===== config.mk =====
export PLATFORM = sky130hd
export DESIGN_NAME = neuron_load_ctrl
export DESIGN_NICKNAME = d
export VERILOG_FILES = /design/src/rtl/neuron_load_ctrl.sv
export SDC_FILE = /design/constraint.sdc
export NUM_CORES = 1
export LEC_CHECK = 0
export CORE_UTILIZATION = 35
export DETAILED_ROUTE_END_ITERATION = 6
export HOLD_SLACK_MARGIN = 0.05
export PLACE_DENSITY_LB_ADDON = 0.1
export SETUP_SLACK_MARGIN = 0.5
export SYNTH_ARGS = -nofsm -noshare
export SYNTH_HDL_FRONTEND = slang
export SYNTH_SLANG_ARGS = --single-unit
export TNS_END_PERCENT = 30

===== constraint.sdc =====
create_clock -name clk -period 2.05 [get_ports clk]
set_input_delay 0.205 -clock clk [delete_from_list [all_inputs] [get_ports clk]]
set_output_delay 0.205 -clock clk [all_outputs]
set_load 0.05 [all_outputs]

===== src/rtl/neuron_load_ctrl.sv =====
// ============================================================================
// neuron_load_ctrl : sequences host words into neuron Q/Vmem/neuronI/mu
// registers, then enables spiking until the network reports completion.
// Revision 1.0
// ============================================================================
`default_nettype none

module neuron_load_ctrl #(
    parameter int MU_DATA_WIDTH    = 16,
    parameter int VMEM_DATA_WIDTH  = 16,
    parameter int Q_DATA_WIDTH     = 2,
    parameter int SPIKE_ADDR_WIDTH = 10,
    parameter int N_Q              = 64,
    parameter int N_VMEM           = 1,
    parameter int N_NEURONI        = 1,
    parameter int N_MU             = 1,
    parameter int CNT_WIDTH        = 12
) (
    input  logic                        clk,
    input  logic                        reset_l,
    input  logic                        start,
    input  logic                        abort,
    input  logic [15:0]                 host_data,
    input  logic                        host_valid,
    output logic                        host_ready,
    output logic                        wrQ,
    output logic                        wrVmem,
    output logic                        wrNeuronI,
    output logic                        wrMu,
    output logic [Q_DATA_WIDTH-1:0]     Q_in,
    output logic [VMEM_DATA_WIDTH-1:0]  Vmem_in,
    output logic [SPIKE_ADDR_WIDTH-1:0] neuronI_in,
    output logic [MU_DATA_WIDTH-1:0]    mu_in,
    output logic                        en_neuron,
    output logic                        en_spike,
    input  logic                        networkDone,
    output logic                        busy,
    output logic                        done,
    output logic [2:0]                  state_o
);

    localparam logic [2:0] c_IDLE    = 3'd0;
    localparam logic [2:0] c_LD_Q    = 3'd1;
    localparam logic [2:0] c_LD_VMEM = 3'd2;
    localparam logic [2:0] c_LD_NI   = 3'd3;
    localparam logic [2:0] c_LD_MU   = 3'd4;
    localparam logic [2:0] c_RUN     = 3'd5;
    localparam logic [2:0] c_DONE    = 3'd6;

    // Successor of each phase, skipping phases configured with zero words.
    localparam logic [2:0] c_AFTER_MU   = c_RUN;
    localparam logic [2:0] c_AFTER_NI   = (N_MU != 0)      ? c_LD_MU   : c_AFTER_MU;
    localparam logic [2:0] c_AFTER_VMEM = (N_NEURONI != 0) ? c_LD_NI   : c_AFTER_NI;
    localparam logic [2:0] c_AFTER_Q    = (N_VMEM != 0)    ? c_LD_VMEM : c_AFTER_VMEM;
    localparam logic [2:0] c_FIRST      = (N_Q != 0)       ? c_LD_Q    : c_AFTER_Q;

    localparam logic [CNT_WIDTH-1:0] c_LAST_Q    = CNT_WIDTH'(N_Q - 1);
    localparam logic [CNT_WIDTH-1:0] c_LAST_VMEM = CNT_WIDTH'(N_VMEM - 1);
    localparam logic [CNT_WIDTH-1:0] c_LAST_NI   = CNT_WIDTH'(N_NEURONI - 1);
    localparam logic [CNT_WIDTH-1:0] c_LAST_MU   = CNT_WIDTH'(N_MU - 1);

    logic [2:0]                  r_state;
    logic [2:0]                  w_next;
    logic [CNT_WIDTH-1:0]        r_cnt;
    logic [CNT_WIDTH-1:0]        w_cnt_next;
    logic                        w_in_load;
    logic                        w_accept;
    logic                        w_last;
    logic [2:0]                  w_after;

    logic                        r_wrQ;
    logic                        r_wrVmem;
    logic                        r_wrNeuronI;
    logic                        r_wrMu;
    logic [Q_DATA_WIDTH-1:0]     r_Q_in;
    logic [VMEM_DATA_WIDTH-1:0]  r_Vmem_in;
    logic [SPIKE_ADDR_WIDTH-1:0] r_neuronI_in;
    logic [MU_DATA_WIDTH-1:0]    r_mu_in;
    logic                        r_en_neuron;
    logic                        r_en_spike;
    logic                        r_busy;
    logic                        r_done;

    assign w_in_load  = (r_state >= c_LD_Q) && (r_state <= c_LD_MU);
    assign host_ready = w_in_load && !abort;
    assign w_accept   = host_valid && host_ready;

    always_comb begin
        w_last  = 1'b0;
        w_after = c_RUN;
        case (r_state)
            c_LD_Q:    begin w_last = (r_cnt == c_LAST_Q);    w_after = c_AFTER_Q;    end
            c_LD_VMEM: begin w_last = (r_cnt == c_LAST_VMEM); w_after = c_AFTER_VMEM; end
            c_LD_NI:   begin w_last = (r_cnt == c_LAST_NI);   w_after = c_AFTER_NI;   end
            c_LD_MU:   begin w_last = (r_cnt == c_LAST_MU);   w_after = c_AFTER_MU;   end
            default:   begin w_last = 1'b0;                   w_after = c_RUN;        end
        endcase
    end

    always_comb begin
        w_next     = r_state;
        w_cnt_next = r_cnt;
        if (abort) begin
            w_next     = c_IDLE;
            w_cnt_next = '0;
        end else begin
            case (r_state)
                c_IDLE: begin
                    if (start) begin
                        w_next     = c_FIRST;
                        w_cnt_next = '0;
                    end
                end
                c_LD_Q, c_LD_VMEM, c_LD_NI, c_LD_MU: begin
                    if (w_accept) begin
                        if (w_last) begin
                            w_next     = w_after;
                            w_cnt_next = '0;
                        end else begin
                            w_cnt_next = r_cnt + CNT_WIDTH'(1);
                        end
                    end
                end
                c_RUN:   if (networkDone) w_next = c_DONE;
                c_DONE:  w_next = c_IDLE;
                default: w_next = c_IDLE;
            endcase
        end
    end

    // Status outputs are decoded from the next state so they line up with state_o.
    always_ff @(posedge clk or negedge reset_l) begin
        if (!reset_l) begin
            r_state      <= c_IDLE;
            r_cnt        <= '0;
            r_wrQ        <= 1'b0;
            r_wrVmem     <= 1'b0;
            r_wrNeuronI  <= 1'b0;
            r_wrMu       <= 1'b0;
            r_Q_in       <= '0;
            r_Vmem_in    <= '0;
            r_neuronI_in <= '0;
            r_mu_in      <= '0;
            r_en_neuron  <= 1'b0;
            r_en_spike   <= 1'b0;
            r_busy       <= 1'b0;
            r_done       <= 1'b0;
        end else begin
            r_state     <= w_next;
            r_cnt       <= w_cnt_next;
            r_wrQ       <= w_accept && (r_state == c_LD_Q);
            r_wrVmem    <= w_accept && (r_state == c_LD_VMEM);
            r_wrNeuronI <= w_accept && (r_state == c_LD_NI);
            r_wrMu      <= w_accept && (r_state == c_LD_MU);
            if (w_accept && (r_state == c_LD_Q))    r_Q_in       <= host_data[Q_DATA_WIDTH-1:0];
            if (w_accept && (r_state == c_LD_VMEM)) r_Vmem_in    <= host_data[VMEM_DATA_WIDTH-1:0];
            if (w_accept && (r_state == c_LD_NI))   r_neuronI_in <= host_data[SPIKE_ADDR_WIDTH-1:0];
            if (w_accept && (r_state == c_LD_MU))   r_mu_in      <= host_data[MU_DATA_WIDTH-1:0];
            r_en_neuron <= (w_next >= c_LD_Q) && (w_next <= c_RUN);
            r_en_spike  <= (w_next == c_RUN);
            r_busy      <= (w_next != c_IDLE);
            r_done      <= (w_next == c_DONE);
        end
    end

    assign state_o    = r_state;
    assign wrQ        = r_wrQ;
    assign wrVmem     = r_wrVmem;
    assign wrNeuronI  = r_wrNeuronI;
    assign wrMu       = r_wrMu;
    assign Q_in       = r_Q_in;
    assign Vmem_in    = r_Vmem_in;
    assign neuronI_in = r_neuronI_in;
    assign mu_in      = r_mu_in;
    assign en_neuron  = r_en_neuron;
    assign en_spike   = r_en_spike;
    assign busy       = r_busy;
    assign done       = r_done;

endmodule

`default_nettype wire

Yosys cells after proc, flatten, opt, wreduce, memory -nomap -nowiden
Index checks and enable logic that the tools add are counted.
{ "op_classes": {"add_sub_neg": 1, "n_eq_ne": 10, "magnitude_cmp": 4, "reduce_logical": 16, "n_mux": 13} }
{ "op_table": {"columns": ["cell", "n"], "rows": [
  ["two-way mux 12 bit", 4],
  ["one-hot mux 12 bit (2 select lines)", 1],
  ["one-hot mux 3 bit (3 select lines)", 2],
  ["two-way mux 3 bit", 5],
  ["adder 12 x 1 -> 12 bit, second input constant", 1],
  ["equality test 12 x 6 -> 1 bit, second input constant", 1],
  ["equality test 3 bit, second input constant", 4],
  ["zero test 12 bit", 1],
  ["logical AND 1 bit", 8],
  ["equality test 3 x 2 -> 1 bit, second input constant", 2],
  ["greater-or-equal comparator 3 x 1 -> 1 bit, second input constant", 2],
  ["<= comparator 3 bit, second input constant", 2],
  ["inequality test 3 bit, second input constant", 2],
  ["nonzero test 3 bit", 2],
  ["OR reduction 4 bit", 1],
  ["equality test 3 x 1 -> 1 bit, second input constant", 1],
  ["zero test 3 bit", 1],
  ["AND reduction 3 bit", 1],
  ["OR reduction 3 bit", 1],
  ["one-hot mux 1 bit (2 select lines)", 1],
  ["zero test 1 bit", 1]
]} }
{ "totals": {"ff_bits": 67, "out_inout_bits": 56, "input_bits": 22, "word_cells": 58} }

Depth between registers and ports, before layout
{ "depth": {"ltp_word": 9, "mapped_depth": 8} }

Worst setup path before layout
Ideal clock, no wire load.
{ "synth_path": {"path_type": "register to output", "startpoint": "register r_state[0], in the netlist state_o[0]", "endpoint": "output host_ready", "slack_ns": -0.187, "path_stages_with_launch": 5, "n_path_buf": 1, "t_arrival_ns": 2.032, "path_cell_list": "dfrtp_1 buf_2 nor2_1 or2_2 a21oi_1"} }
{ "synth_via": {"elab_chain_len": 3, "elab_cells_between_ends": 4, "classes_between": "order compare: 2; reduce/logical: 2"} }
{ "synth_rtl": {"columns": ["item", "line", "text"], "rows": [
  ["from (decl)", "62", "logic [2:0] r_state;"],
  ["from (signal assigned)", "134", "r_state <= c_IDLE;"],
  ["from (signal assigned)", "149", "r_state <= w_next;"],
  ["greater-or-equal comparator 3 x 1 -> 1 bit or <= comparator 3 bit (tied branches)", "84", "assign w_in_load = (r_state >= c_LD_Q) && (r_state <= c_LD_MU);"],
  ["logical AND 1 bit *", "84", null],
  ["logical AND 1 bit *", "85", "assign host_ready = w_in_load && !abort;"],
  ["to (decl)", "25", "output logic host_ready,"]
]} }
Mark *: on every way between the ends. The rest lies on a longest branch, timed or not.

Final worst setup path
{ "layout_path": {"startpoint": "register r_state[0], in the netlist state_o[0]", "endpoint": "register r_en_neuron, in the netlist en_neuron"} }
{ "layout_via": {"elab_chain_len": 9, "elab_cells_between_ends": 24, "classes_between": "order compare: 4; eq/ne: 5; mux: 8; reduce/logical: 7"} }
{ "layout_rtl": {"columns": ["item", "line", "text"], "rows": [
  ["equality test 3 x 2 -> 1 bit (tied with other cells)", "91, 107", null],
  ["OR reduction 3 bit (no line) or logical AND 1 bit (tied branches)", null, null],
  ["one-hot mux 1 bit (2 select lines) or logical AND 1 bit (tied branches)", "91, 85", null],
  ["two-way mux 3 bit or logical AND 1 bit (tied branches)", "116, 86", null],
  ["two-way mux 3 bit", "115", "if (w_accept) begin"],
  ["one-hot mux 3 bit (3 select lines) *", "107", "case (r_state)"],
  ["two-way mux 3 bit *", "103", "if (abort) begin"],
  ["greater-or-equal comparator 3 x 1 -> 1 bit or <= comparator 3 bit (tied branches)", "159", "r_en_neuron <= (w_next >= c_LD_Q) && (w_next <= c_RUN);"],
  ["logical AND 1 bit *", "159", null],
  ["to (signal assigned)", "159", null],
  ["to (decl)", "79", "logic r_en_neuron;"]
]} }
Marked as above.
A chain may end at the register's enable or synchronous reset.

==> results.md <==
- Final setup viols: 0
- Synth Area in Compound Gates: under 10%
- Max_cap viols: 0
- FP Rows: 33
- Number of diodes: 0
- Final Util: between 50% and 60%
- Ys Warns: 0
- Full die area: 8850 sq um
- Outcome: finished clean
- Cells after Synth: 268
- Nets: 405
- Commonest non-fill, non-tap cell in the layout: dfrtp_1
- Via count: 2356
- Initial Utilization: 36.1%
- RSZ-0062 raised after global routing: yes
- Drt pass-1 iters: 4
- CP max FO: 6
- Routed wire per std cell: ~15 um
- Synthesized area: 2970 sq um
- Routability-driven placement congestion ratio: 0.818
- DR iter-0 viols: 55
- Clock Pin Slew Worst Setup and Hold Paths: 0.07 ns
- Setup TNS: 0 ns
- Primary FF master, synth: dfrtp_1
- Worst slew pin tran: about 0.52 ns
- CTS tree: yes
- Final Critical Period: 1.88 ns
- # port buffers: 77
- Skew final: 0.00974 ns
- Post-DRT Antenna Nets: 0
- Initial antenna violation count: 0
- Slew HR: 65.2%
- Clk sinks: 67
- Area grow syn2layout: 49.4%
- Setup ws final: 0.169 ns
- Commonest non-fill, non-tap cells in the layout: dfrtp_1 (64), nand2_1 (60), clkdlybuf4s50_1 (57)
- WP data arrival: 2.08 ns
- Pwr/cell area: 773 nW/um^2
- Crit start category: flip-flop
- Syn nets: 292
- Avg Inst Size Synth: 11.1 sq um
- Adder-cell area share of the yosys netlist: 0.844%
- Largest family of logic cells by synthesized area: simple AND/OR/NAND/NOR gates
- Share of cells above drive strength 1: 26.7%
- Period utilization: 91.8%
- Worst-case reg-to-reg path depth: 7
- Root buffer cell: clkbuf_8
- Cell variety after synth: 51
- Fmax: 0.532 GHz
- Slew Limit Fails: 0
- Hold Vio Cnt, Final: 0
- H-tree depth: 3
- Multiplexer share of the synthesized area: 10.6%
- Pre-CTS worst setup slack: -0.00150 ns
- RR Endpoint: en_neuron$_DFF_PN0_
- Largest net degree at the start of global routing: just under 70
- WHS: 0.414 ns
- TritonCTS buffer count: 9
- Post-synthesis register bit count: 67
- Crit end category: flip-flop
- Asr flop ratio synth: 100%
- Max VDD drop: 0.343 mV
- Drt drc: 0
- Register area share after synthesis: 56.5%
- Vias in the first global route: 2255
- Worst min-delay path class: input pin to asynchronous set/reset pin
- I/O pin total: 78
- Number of flops mapped to enable cells by yosys: 0
- Xor/xnor share of the synthesized area: about 2.4%
- Post-Synth Simple-Gate Area: 17.4%
- Max Buffers Root-to-Sink: 2
- Leakage: 2.10 nW
- Total grt overflow: 0
- Die width: roughly 94 um
- Critical path type: flip-flop to flip-flop
- Worst EP required: 2.25 ns
- Placed wire-length estimate: 4660 um
- R2R Setup Slk: 0.17 ns
- Routed WL: 7320 um
- Worst skew pair latency: between 0.3 and 0.4 ns
- Core area: 8220 sq um
- RR Startpoint: state_o[0]$_DFF_PN0_
- Die Ht: 94.1 um
- Layout fillers: ~740
- Vias per cell: 4.80
- Global-route wire length before repair: 11400 um
- Tot GR Track Use: roughly 17%
[how the worst max path moves through the flow]
stage | startpoint | to | slack (ns) | cells past startpoint
after floorplan | state_o[0]$_DFF_PN0_ | r_cnt[10]$_DFFE_PN0P_ | 0.09 | 6
after global placement | start | r_cnt[10]$_DFFE_PN0P_ | 0.01 | 6
after detailed placement | start | r_cnt[10]$_DFFE_PN0P_ | -0.002 | 6
after CTS | r_cnt[6]$_DFFE_PN0P_ | en_neuron$_DFF_PN0_ | 0.21 | 6
after global routing | r_cnt[0]$_DFFE_PN0P_ | busy$_DFF_PN0_ | 0.1 | 7
final | state_o[0]$_DFF_PN0_ | en_neuron$_DFF_PN0_ | 0.17 | 7
[cell families (layout without fill, tap and decap cells)]
| family | Yosys count | count (layout) |
|---|---|---|
| AO/OA/AOI/OAI | 33 | 33 |
| XOR/XNOR | 8 | 8 |
| adder cells (fa/ha/maj) | 2 | 2 |
| buffers and inverters | 21 | 139 |
| flip-flops | 67 | 67 |
| multiplexers | 28 | 28 |
| AND/OR/NAND/NOR | 109 | 109 |
[report_power, final]
group          switching, W  internal (W)  leakage (nW)
combinational      0.000534      0.000348          1.11
clock              0.000493      0.000594        0.0926
sequential        0.0000518       0.00141         0.900
total               0.00108       0.00235          2.10
[synthesized netlist by cell type (2+ instances only)]
cell	count	area [sq um]
or2_2	2	12.5
a31oi_1	3	18.8
mux2_1	4	45.0
ha_1	2	25.0
nand3b_1	2	15.0
clkbuf_1	4	15.0
o21ai_1	2	10.0
nand2_1	60	225
xnor2_1	8	70.1
nor3_1	4	20.0
inv_1	9	33.8
o32ai_1	2	17.5
or3_1	2	12.5
nor2b_1	2	12.5
a211oi_1	7	52.6
buf_2	4	20.0
nor3b_1	2	15.0
nand2b_1	3	18.8
buf_4	2	15.0
nand3_1	5	25.0
nor2_1	15	56.3
dfrtp_1	67	1680
a21oi_1	4	20.0
mux2_2	24	270
o21ai_0	2	10.0
and2_1	2	12.5
[routing by layer]
metal	part of all wire [%]	up-vias	global-route usage (%)
li1	-	1146	-
met1	45	1139	22.9
met3	5.6	11	4.94
met4	1.6	0	7.44
met2	48	60	26.0
met5	0	-	0
[per-stage QoR]
stage,std cells,power [W],instance area (sq um)
after floorplan,268,0.00196,3000
final,491,0.00343,4430
after global placement,457,0.00230,4000
after global routing,491,0.00358,4430
after detailed placement,457,0.00231,4000
after CTS,485,0.00345,4320
[flip-flops by register name, summed over array words and instances (netlist names), 2 cells and up]
register	count
Q_in	2
Vmem_in	16
mu_in	16
neuronI_in	10
r_cnt	12
state_o	3
[repair_timing]
item / CTS / global route
hold endpoints to repair: 67 / 0
endpoints found under the setup margin: 117 / 102
pin swaps: 6 / 7
buffers inserted: 11 / 6
resized for setup: 31 / 13
hold buffers: 1 / 0
[area by class of cell]
type	count	area, sq um	area share [%]
multi-input combinational	180	1280	29.0
sequential	67	1680	37.9
timing repair buffer	113	1100	24.8
inverter	10	41.3	0.932
tap	105	131	2.96
clock inverter	4	50.0	1.13
clock buffer	12	145	3.27
[worst max-delay path, stage by stage (launching register included)]
cell and delay, ns:
dfrtp_2 0.45, buf_6 0.13, buf_4 0.12, and4b_1 0.20
a22oi_2 0.26, o32ai_2 0.17, a211oi_2 0.31, a31oi_1 0.12
(Power assumes the default switching activity.)
